**config.mk**
```make
export PLATFORM = sky130hd
export DESIGN_NAME = motion_alarm_ctrl
export DESIGN_NICKNAME = d
export VERILOG_FILES = /design/src/rtl/motion_alarm_ctrl.sv
export SDC_FILE = /design/constraint.sdc
export NUM_CORES = 1
export LEC_CHECK = 0
export BUFFER_PORTS_ARGS = -buffer_cell sky130_fd_sc_hd__buf_4
export CAP_MARGIN = 20
export CORE_UTILIZATION = 30
export DETAILED_ROUTE_END_ITERATION = 16
export MAX_ROUTING_LAYER = met4
export PLACE_DENSITY_LB_ADDON = 0.1
export SYNTH_ARGS = -nofsm -noshare
export SYNTH_HDL_FRONTEND = slang
export SYNTH_SLANG_ARGS = --single-unit
```
**constraint.sdc**
```tcl
create_clock -name clk -period 2.7 [get_ports clk]
set_clock_uncertainty 0.2 [all_clocks]
set_input_delay 0.27 -clock clk [delete_from_list [all_inputs] [get_ports clk]]
set_output_delay 0.27 -clock clk [all_outputs]
set_load 0.005 [all_outputs]
```
**src/rtl/motion_alarm_ctrl.sv**
```systemverilog
// Motion alarm controller: 2-flop input sync, per-zone PIR debounce, OFF/ARMING/ARMED/ALARM FSM with zone latch.
// Define TRIGGER_COUNT_EN to add saturating per-zone trigger counters on trig_cnt_1..3.
module motion_alarm_ctrl #(
  parameter int DEBOUNCE_CYCLES = 3,
  parameter int ARM_DELAY       = 4,
  parameter int ALARM_TIMEOUT   = 64,
  parameter int CNT_W           = 8
) (
  input  logic             clk,
  input  logic             rst_n,
  input  logic             turn,
  input  logic             stop_alarm,
  input  logic             pir_sensor_1,
  input  logic             pir_sensor_2,
  input  logic             pir_sensor_3,
  output logic             alarm,
  output logic             armed,
  output logic [2:0]       zone,
  output logic             alarm_event
`ifdef TRIGGER_COUNT_EN
  ,
  output logic [CNT_W-1:0] trig_cnt_1,
  output logic [CNT_W-1:0] trig_cnt_2,
  output logic [CNT_W-1:0] trig_cnt_3
`endif
);

  if (DEBOUNCE_CYCLES < 1 || DEBOUNCE_CYCLES > 15 || ARM_DELAY < 1 || ARM_DELAY > 255 ||
      ALARM_TIMEOUT < 1 || ALARM_TIMEOUT > 65535 || CNT_W < 1) begin : g_bad_param
    $error("motion_alarm_ctrl: parameter out of range");
  end

  localparam logic [3:0]  DB_MAX   = 4'(DEBOUNCE_CYCLES);
  localparam logic [15:0] ARM_LAST = 16'(ARM_DELAY - 1);
  localparam logic [15:0] TO_LAST  = 16'(ALARM_TIMEOUT - 1);

  typedef enum logic [1:0] {ST_OFF, ST_ARMING, ST_ARMED, ST_ALARM} state_t;

  logic [4:0] sync_1;
  logic [4:0] sync_2;
  logic       turn_s;
  logic       stop_s;
  logic [2:0] pir_s;

  always_ff @(posedge clk or negedge rst_n) begin
    if (!rst_n) begin
      sync_1 <= '0;
      sync_2 <= '0;
    end else begin
      sync_1 <= {pir_sensor_3, pir_sensor_2, pir_sensor_1, stop_alarm, turn};
      sync_2 <= sync_1;
    end
  end

  assign turn_s = sync_2[0];
  assign stop_s = sync_2[1];
  assign pir_s  = sync_2[4:2];

  logic [3:0] db_cnt [3];
  logic [2:0] q;
  logic [2:0] q_d;
  logic [2:0] rise;

  always_comb begin
    q = '0;
    for (int i = 0; i < 3; i++) q[i] = (db_cnt[i] == DB_MAX);
  end

  assign rise = q & ~q_d;

  // Counter saturates at the threshold so a held input keeps q high without wrapping.
  always_ff @(posedge clk or negedge rst_n) begin
    if (!rst_n) begin
      for (int i = 0; i < 3; i++) db_cnt[i] <= '0;
      q_d <= '0;
    end else begin
      for (int i = 0; i < 3; i++) begin
        if (!pir_s[i])
          db_cnt[i] <= '0;
        else if (db_cnt[i] != DB_MAX)
          db_cnt[i] <= db_cnt[i] + 4'd1;
      end
      q_d <= q;
    end
  end

  state_t      state;
  logic [15:0] timer;

  always_ff @(posedge clk or negedge rst_n) begin
    if (!rst_n) begin
      state       <= ST_OFF;
      timer       <= '0;
      zone        <= '0;
      alarm       <= 1'b0;
      armed       <= 1'b0;
      alarm_event <= 1'b0;
    end else begin
      alarm_event <= 1'b0;
      if (!turn_s) begin
        state <= ST_OFF;
        zone  <= '0;
        alarm <= 1'b0;
        armed <= 1'b0;
      end else begin
        case (state)
          ST_OFF: begin
            state <= ST_ARMING;
            timer <= '0;
          end
          ST_ARMING: begin
            if (timer == ARM_LAST) begin
              state <= ST_ARMED;
              armed <= 1'b1;
            end else begin
              timer <= timer + 16'd1;
            end
          end
          ST_ARMED: begin
            if (|rise) begin
              state       <= ST_ALARM;
              alarm       <= 1'b1;
              zone        <= rise;
              timer       <= '0;
              alarm_event <= 1'b1;
            end
          end
          ST_ALARM: begin
            // Late rises accumulate; an acknowledge wipes them, a timeout keeps them visible.
            if (stop_s) begin
              state <= ST_ARMED;
              alarm <= 1'b0;
              zone  <= '0;
            end else if (timer == TO_LAST) begin
              state <= ST_ARMED;
              alarm <= 1'b0;
              zone  <= zone | rise;
            end else begin
              zone  <= zone | rise;
              timer <= timer + 16'd1;
            end
          end
          default: state <= ST_OFF;
        endcase
      end
    end
  end

`ifdef TRIGGER_COUNT_EN
  localparam logic [CNT_W-1:0] CNT_MAX = '1;
  localparam logic [CNT_W-1:0] CNT_ONE = CNT_W'(1);

  logic [CNT_W-1:0] trig_cnt [3];
  logic             cnt_en;

  assign cnt_en = (state == ST_ARMED) || (state == ST_ALARM);

  always_ff @(posedge clk or negedge rst_n) begin
    if (!rst_n) begin
      for (int i = 0; i < 3; i++) trig_cnt[i] <= '0;
    end else begin
      for (int i = 0; i < 3; i++) begin
        if (cnt_en && rise[i] && trig_cnt[i] != CNT_MAX)
          trig_cnt[i] <= trig_cnt[i] + CNT_ONE;
      end
    end
  end

  assign trig_cnt_1 = trig_cnt[0];
  assign trig_cnt_2 = trig_cnt[1];
  assign trig_cnt_3 = trig_cnt[2];
`endif

endmodule
```
Word level (Yosys, flattened, before mapping)
Index checks and enable logic that the tools add are counted.
{"block": "classes", "n_addsub": 4, "eq_ne": 24, "muxes": 32, "n_bitwise": 3, "reduce_logical": 7}
{"cell": "$mux W16", "count": 4}
{"cell": "$pmux W16 S4", "count": 1}
{"cell": "$mux W4", "count": 6}
{"cell": "$add A16 B1 Y16 const B", "count": 1}
{"cell": "$eq A16 B2 Y1 const B", "count": 1}
{"cell": "$eq A16 B6 Y1 const B", "count": 1}
{"cell": "$add A4 B1 Y4 const B", "count": 3}
{"cell": "$eq A4 B2 Y1 const B", "count": 3}
{"cell": "$ne A4 B2 Y1 const B", "count": 3}
{"cell": "$mux W1", "count": 10}
{"cell": "$mux W2", "count": 5}
{"cell": "$ne A2 B1 Y1 const B", "count": 5}
{"cell": "$mux W3", "count": 3}
{"cell": "$ne A2 B2 Y1 const B", "count": 4}
{"cell": "$pmux W2 S4", "count": 1}
{"cell": "$ne A3 B3 Y1 const B", "count": 2}
{"cell": "$pmux W3 S2", "count": 1}
{"cell": "$reduce_and A3 Y1", "count": 2}
{"cell": "$reduce_and A5 Y1", "count": 1}
{"cell": "$eq A2 B2 Y1 const B", "count": 2}
{"cell": "$ne A4 B4 Y1 const B", "count": 1}
{"cell": "$reduce_and A2 Y1", "count": 2}
{"cell": "$and A3 B3 Y3", "count": 1}
{"cell": "$ne A3 B1 Y1 const B", "count": 1}
{"cell": "other kinds (6)", "count": 6}
{"block": "totals", "reg_bits": 49, "inputBits": 7, "output_inout_bits": 6, "elab_cells": 82}

Depth between registers and ports, before layout
{"block": "logic_depth", "word_depth": 6, "ltp_mapped": 7, "depth_no_buf": 7}

Worst setup path after synthesis
No wires, ideal clock.
{"block": "synth_path", "path_kind": "register to register", "start": "register db_cnt[0] (netlist name)", "end": "register timer[10]", "setup_time_ns": 0.122, "arrival_ns": 1.895, "t_required_ns": 2.378, "setup_slack_ns": 0.483, "stages_incl_launch_ff": 8, "n_path_buf": 1, "period_less_slack_ns": 2.217, "cell_sequence": "dfrtp_1 -> ha_1 -> nor4b_1 -> o41ai_1 -> a21oi_1 -> clkbuf_1 -> nand3_1 -> a32o_1"}
{"block": "synth_via", "elab_chain_cells": 5}
{"item": "start, declared", "line": "59", "rtl": "logic [3:0] db_cnt [3];"}
{"item": "start signal, assigned by index", "line": "81", "rtl": "db_cnt[i] <= db_cnt[i] + 4'd1;"}
{"item": "$eq A4 B2 Y1", "line": "66", "rtl": "for (int i = 0; i < 3; i++) q[i] = (db_cnt[i] == DB_MAX);"}
{"item": "$and A3 B3 Y3", "line": "69", "rtl": "assign rise = q & ~q_d;"}
{"item": "$reduce_or A3 Y1", "line": "120", "rtl": "if (|rise) begin"}
{"item": "$ne A2 B2 Y1 (no line)"}
{"item": "$reduce_and A5 Y1 (no line)"}
{"item": "end signal, assigned", "line": "116", "rtl": "timer <= timer + 16'd1;"}
{"item": "end signal, assigned", "line": "140", "rtl": "timer <= timer + 16'd1;"}
{"item": "end, declared", "line": "88", "rtl": "logic [15:0] timer;"}
No other way between the ends.
A chain may end at the register's enable or synchronous reset.

Worst setup path in the final report
{"block": "layout_path", "start": "register timer[8]", "end": "register timer[2]"}
{"block": "layout_via", "elab_chain_cells": 3, "word_cells_on_any_way": 5, "cone_classes": "4 x eq/ne; 1 x reduce/logical"}
{"item": "$eq A16 B6 Y1 / $eq A16 B2 Y1 (equally long branches)", "line": "134, 112"}
{"item": "$ne A2 B2 Y1 (no line)"}
{"item": "$reduce_and A5 Y1 (no line) (*)"}
Mark *: on every way between the ends. The rest lies on a longest branch, timed or not.

==> qor.yml <==
status: "finished, final reports clean"
path_cells: "or4_4, nor4_4, a21oi_1, nand2_4, inv_4, a32o_1"
design_area_um2: 2720
avgSynthCellArea_um2: 10.9
synth.ff_latch_count: 49
grt_pass1_vias: 1655
overflow: 0
routabilityCongestion: 0.732
synthArstFlopShare: 1.00
pin_count: 13
via_count: 1670
yosys_most_used_dff: "dfrtp_1"
cts.sinks: 49
final_util: 0.371
yosysSeqAreaShare: 0.531
worst_slack_ns: 0.275
p_leak_nw: 1.21
synthesis.nets: 223
synth-edff-count: 0
worstMarginPinSlew_ns: 0.621
vdd_drop_max_mv: 0.220
wire_per_inst_um: 13.9
path_clk_slew_ns: 0.10
drc: 0
fin_crit_ns: 2.42
cts_buffer_depth: 2
final_common_cell: "dfrtp_1"
grt_pass1_wl_um: 8160
max_stage_delay_ns: 0.56
grtUsageTotal: 0.128
slowest_stage: "or4_4"
crit_arrival_ns: 2.41
critPathCaptureType: "flop"
fmax_mhz: 412
power_mw: 1.53
postRouteAntennaNets: 0
worstPathMaxFanout: 10
syn_to_final_growth_pct: 17.8
htreeDepth: 2
worstSetupPathType: "flop to flop"
antenna_found_initial: 0
slew_viol_final: 0
dp.cells: 324
hold_violations: 0
setup_viol: 0
hold_path_class: "flop to flop"
whs_ns: 0.156
fin_cells: 338
post_dp_cell_area_um2: 2560
die_area_um2: 8050
drive_gt1_frac: 0.142
layout_common_cells: "dfrtp_1, buf_4, nand2_1"
routed_via_density: 4.94
coreArea_um2: 7330
synthTopCellsByArea: "dfrtp_1, a32o_1, nand3_1"
io_buffer_count: 12
post-route-period-util: 0.898
grt_max_degree: 50
die_h_um: 89.7
fillers: 716
maxSlewHeadroom: 0.586
synth_cell_types: 41
wirelength_um: 4700
yosys_warnings: 0
rsz0062_at_grt: "no"
place_hpwl_um: 3220
initial_core_util: 0.315
drt-initial-drc-count: 48
cts_tree: "done"
required_ns: 2.69
fin_setup_tns_ns: 0
post-place-ws_ns: 0.296
syn_inst: 212
rows: 31
startpoint_type: "flop"
diodes: 0
critical_path_buf_inv_count: 1
p_per_area_nw_per_um2: 562
clockRootBuffer: "clkbuf_8"
netlist_area_um2: 2310
cap_violations: 0
fin_nets: 249
yosys.area.top_type: "dfrtp_1"
clk_latency_ns: 0.30
dr.pass1.iters: 4
critPathTopFamily: "simple AND/OR/NAND/NOR gates"
die_x_um: 89.7
synth_top_area_frac: 0.531
cts_buffers: 5
==> repair_timing <==
action,CTS,global route
hold endpoints to repair,54,0
hold buffers,6,0
endpoints found under the setup margin,0,0
setup buffers,0,0
gates resized for setup,0,0
==> final cells by class <==
cell class / count / area [um2] / share of cell area
Clock buffer: 6 / 82.6 / 0.0304
Multi-Input combinational cell: 153 / 1040 / 0.383
Sequential cell: 49 / 1230 / 0.451
Tap cell: 99 / 124 / 0.0455
Clock inverter: 2 / 17.5 / 0.00644
Timing Repair Buffer: 27 / 218 / 0.0800
Inverter: 2 / 10.0 / 0.00368
==> routing by layer <==
layer	part of all wire	wire (um)	global-route usage
met1	0.51	2380	0.171
met2	0.46	2170	0.194
met3	0.022	105	0.0313
met4	0.0083	39	0.0369
met5	0	0	-
==> state kept, by name, indices dropped and copies added (netlist names) <==
| register | flops |
|---|---|
| alarm | 1 |
| timer | 16 |
| sync_2 | 5 |
| db_cnt | 12 |
| armed | 1 |
| sync_1 | 5 |
| state | 2 |
| alarm_event | 1 |
| q_d | 3 |
| zone | 3 |
==> synth_stat cells, types with 2 or more instances <==
cell type / n
ha_1: 4
xnor2_1: 6
a21oi_1: 4
nand2b_1: 7
nand2_1: 18
mux2i_1: 3
a21boi_0: 3
nand3b_1: 7
o221ai_1: 5
nor3b_1: 4
and2_1: 9
nand3_1: 15
o21ai_0: 9
nor2b_1: 9
nor4b_1: 3
or3_1: 2
a32o_1: 11
nor2_1: 7
clkbuf_1: 6
and3_1: 9
dfrtp_1: 49
nand4_1: 3
==> power breakdown <==
group          total [mW]  switching, mW  internal, mW  leakage [nW]
combinational       0.234          0.126         0.108         0.506
sequential          0.828         0.0456         0.782         0.649
clock               0.467          0.254         0.213        0.0518
total                1.53          0.426          1.10          1.21
==> kinds of logic after synthesis <==
family          share of synthesized area
flops                               0.531
mux                                0.0130
xor+xnor                           0.0228
fa+ha+maj                          0.0217
simple gates                        0.261
buf+inv                            0.0179
compound gates                      0.133
==> worst paths after layout <==
| kind | startpoint | end | slack, ns | cells after the start |
|---|---|---|---|---|
| max in group asynchronous | rst_n | sync_1[0] | 1.56 | 2 |
| worst max register to register | timer[8] | timer[2] | 0.28 | 6 |
| worst max-delay path | timer[8] | timer[2] | 0.28 | 6 |
| worst min-delay path | sync_1[2] | sync_2[2] | 0.16 | 0 |
| min in group asynchronous | rst_n | sync_2[2] | 0.32 | 2 |
| worst min register to register | sync_1[2] | sync_2[2] | 0.16 | 0 |
==> worst register-to-register path: stages (launching register included) <==
cell     delay, ns
dfrtp_1       0.43
or4_4         0.56
nor4_4        0.38
a21oi_1       0.23
nand2_4       0.18
inv_4         0.08
a32o_1        0.26
(Power assumes the default switching activity.)
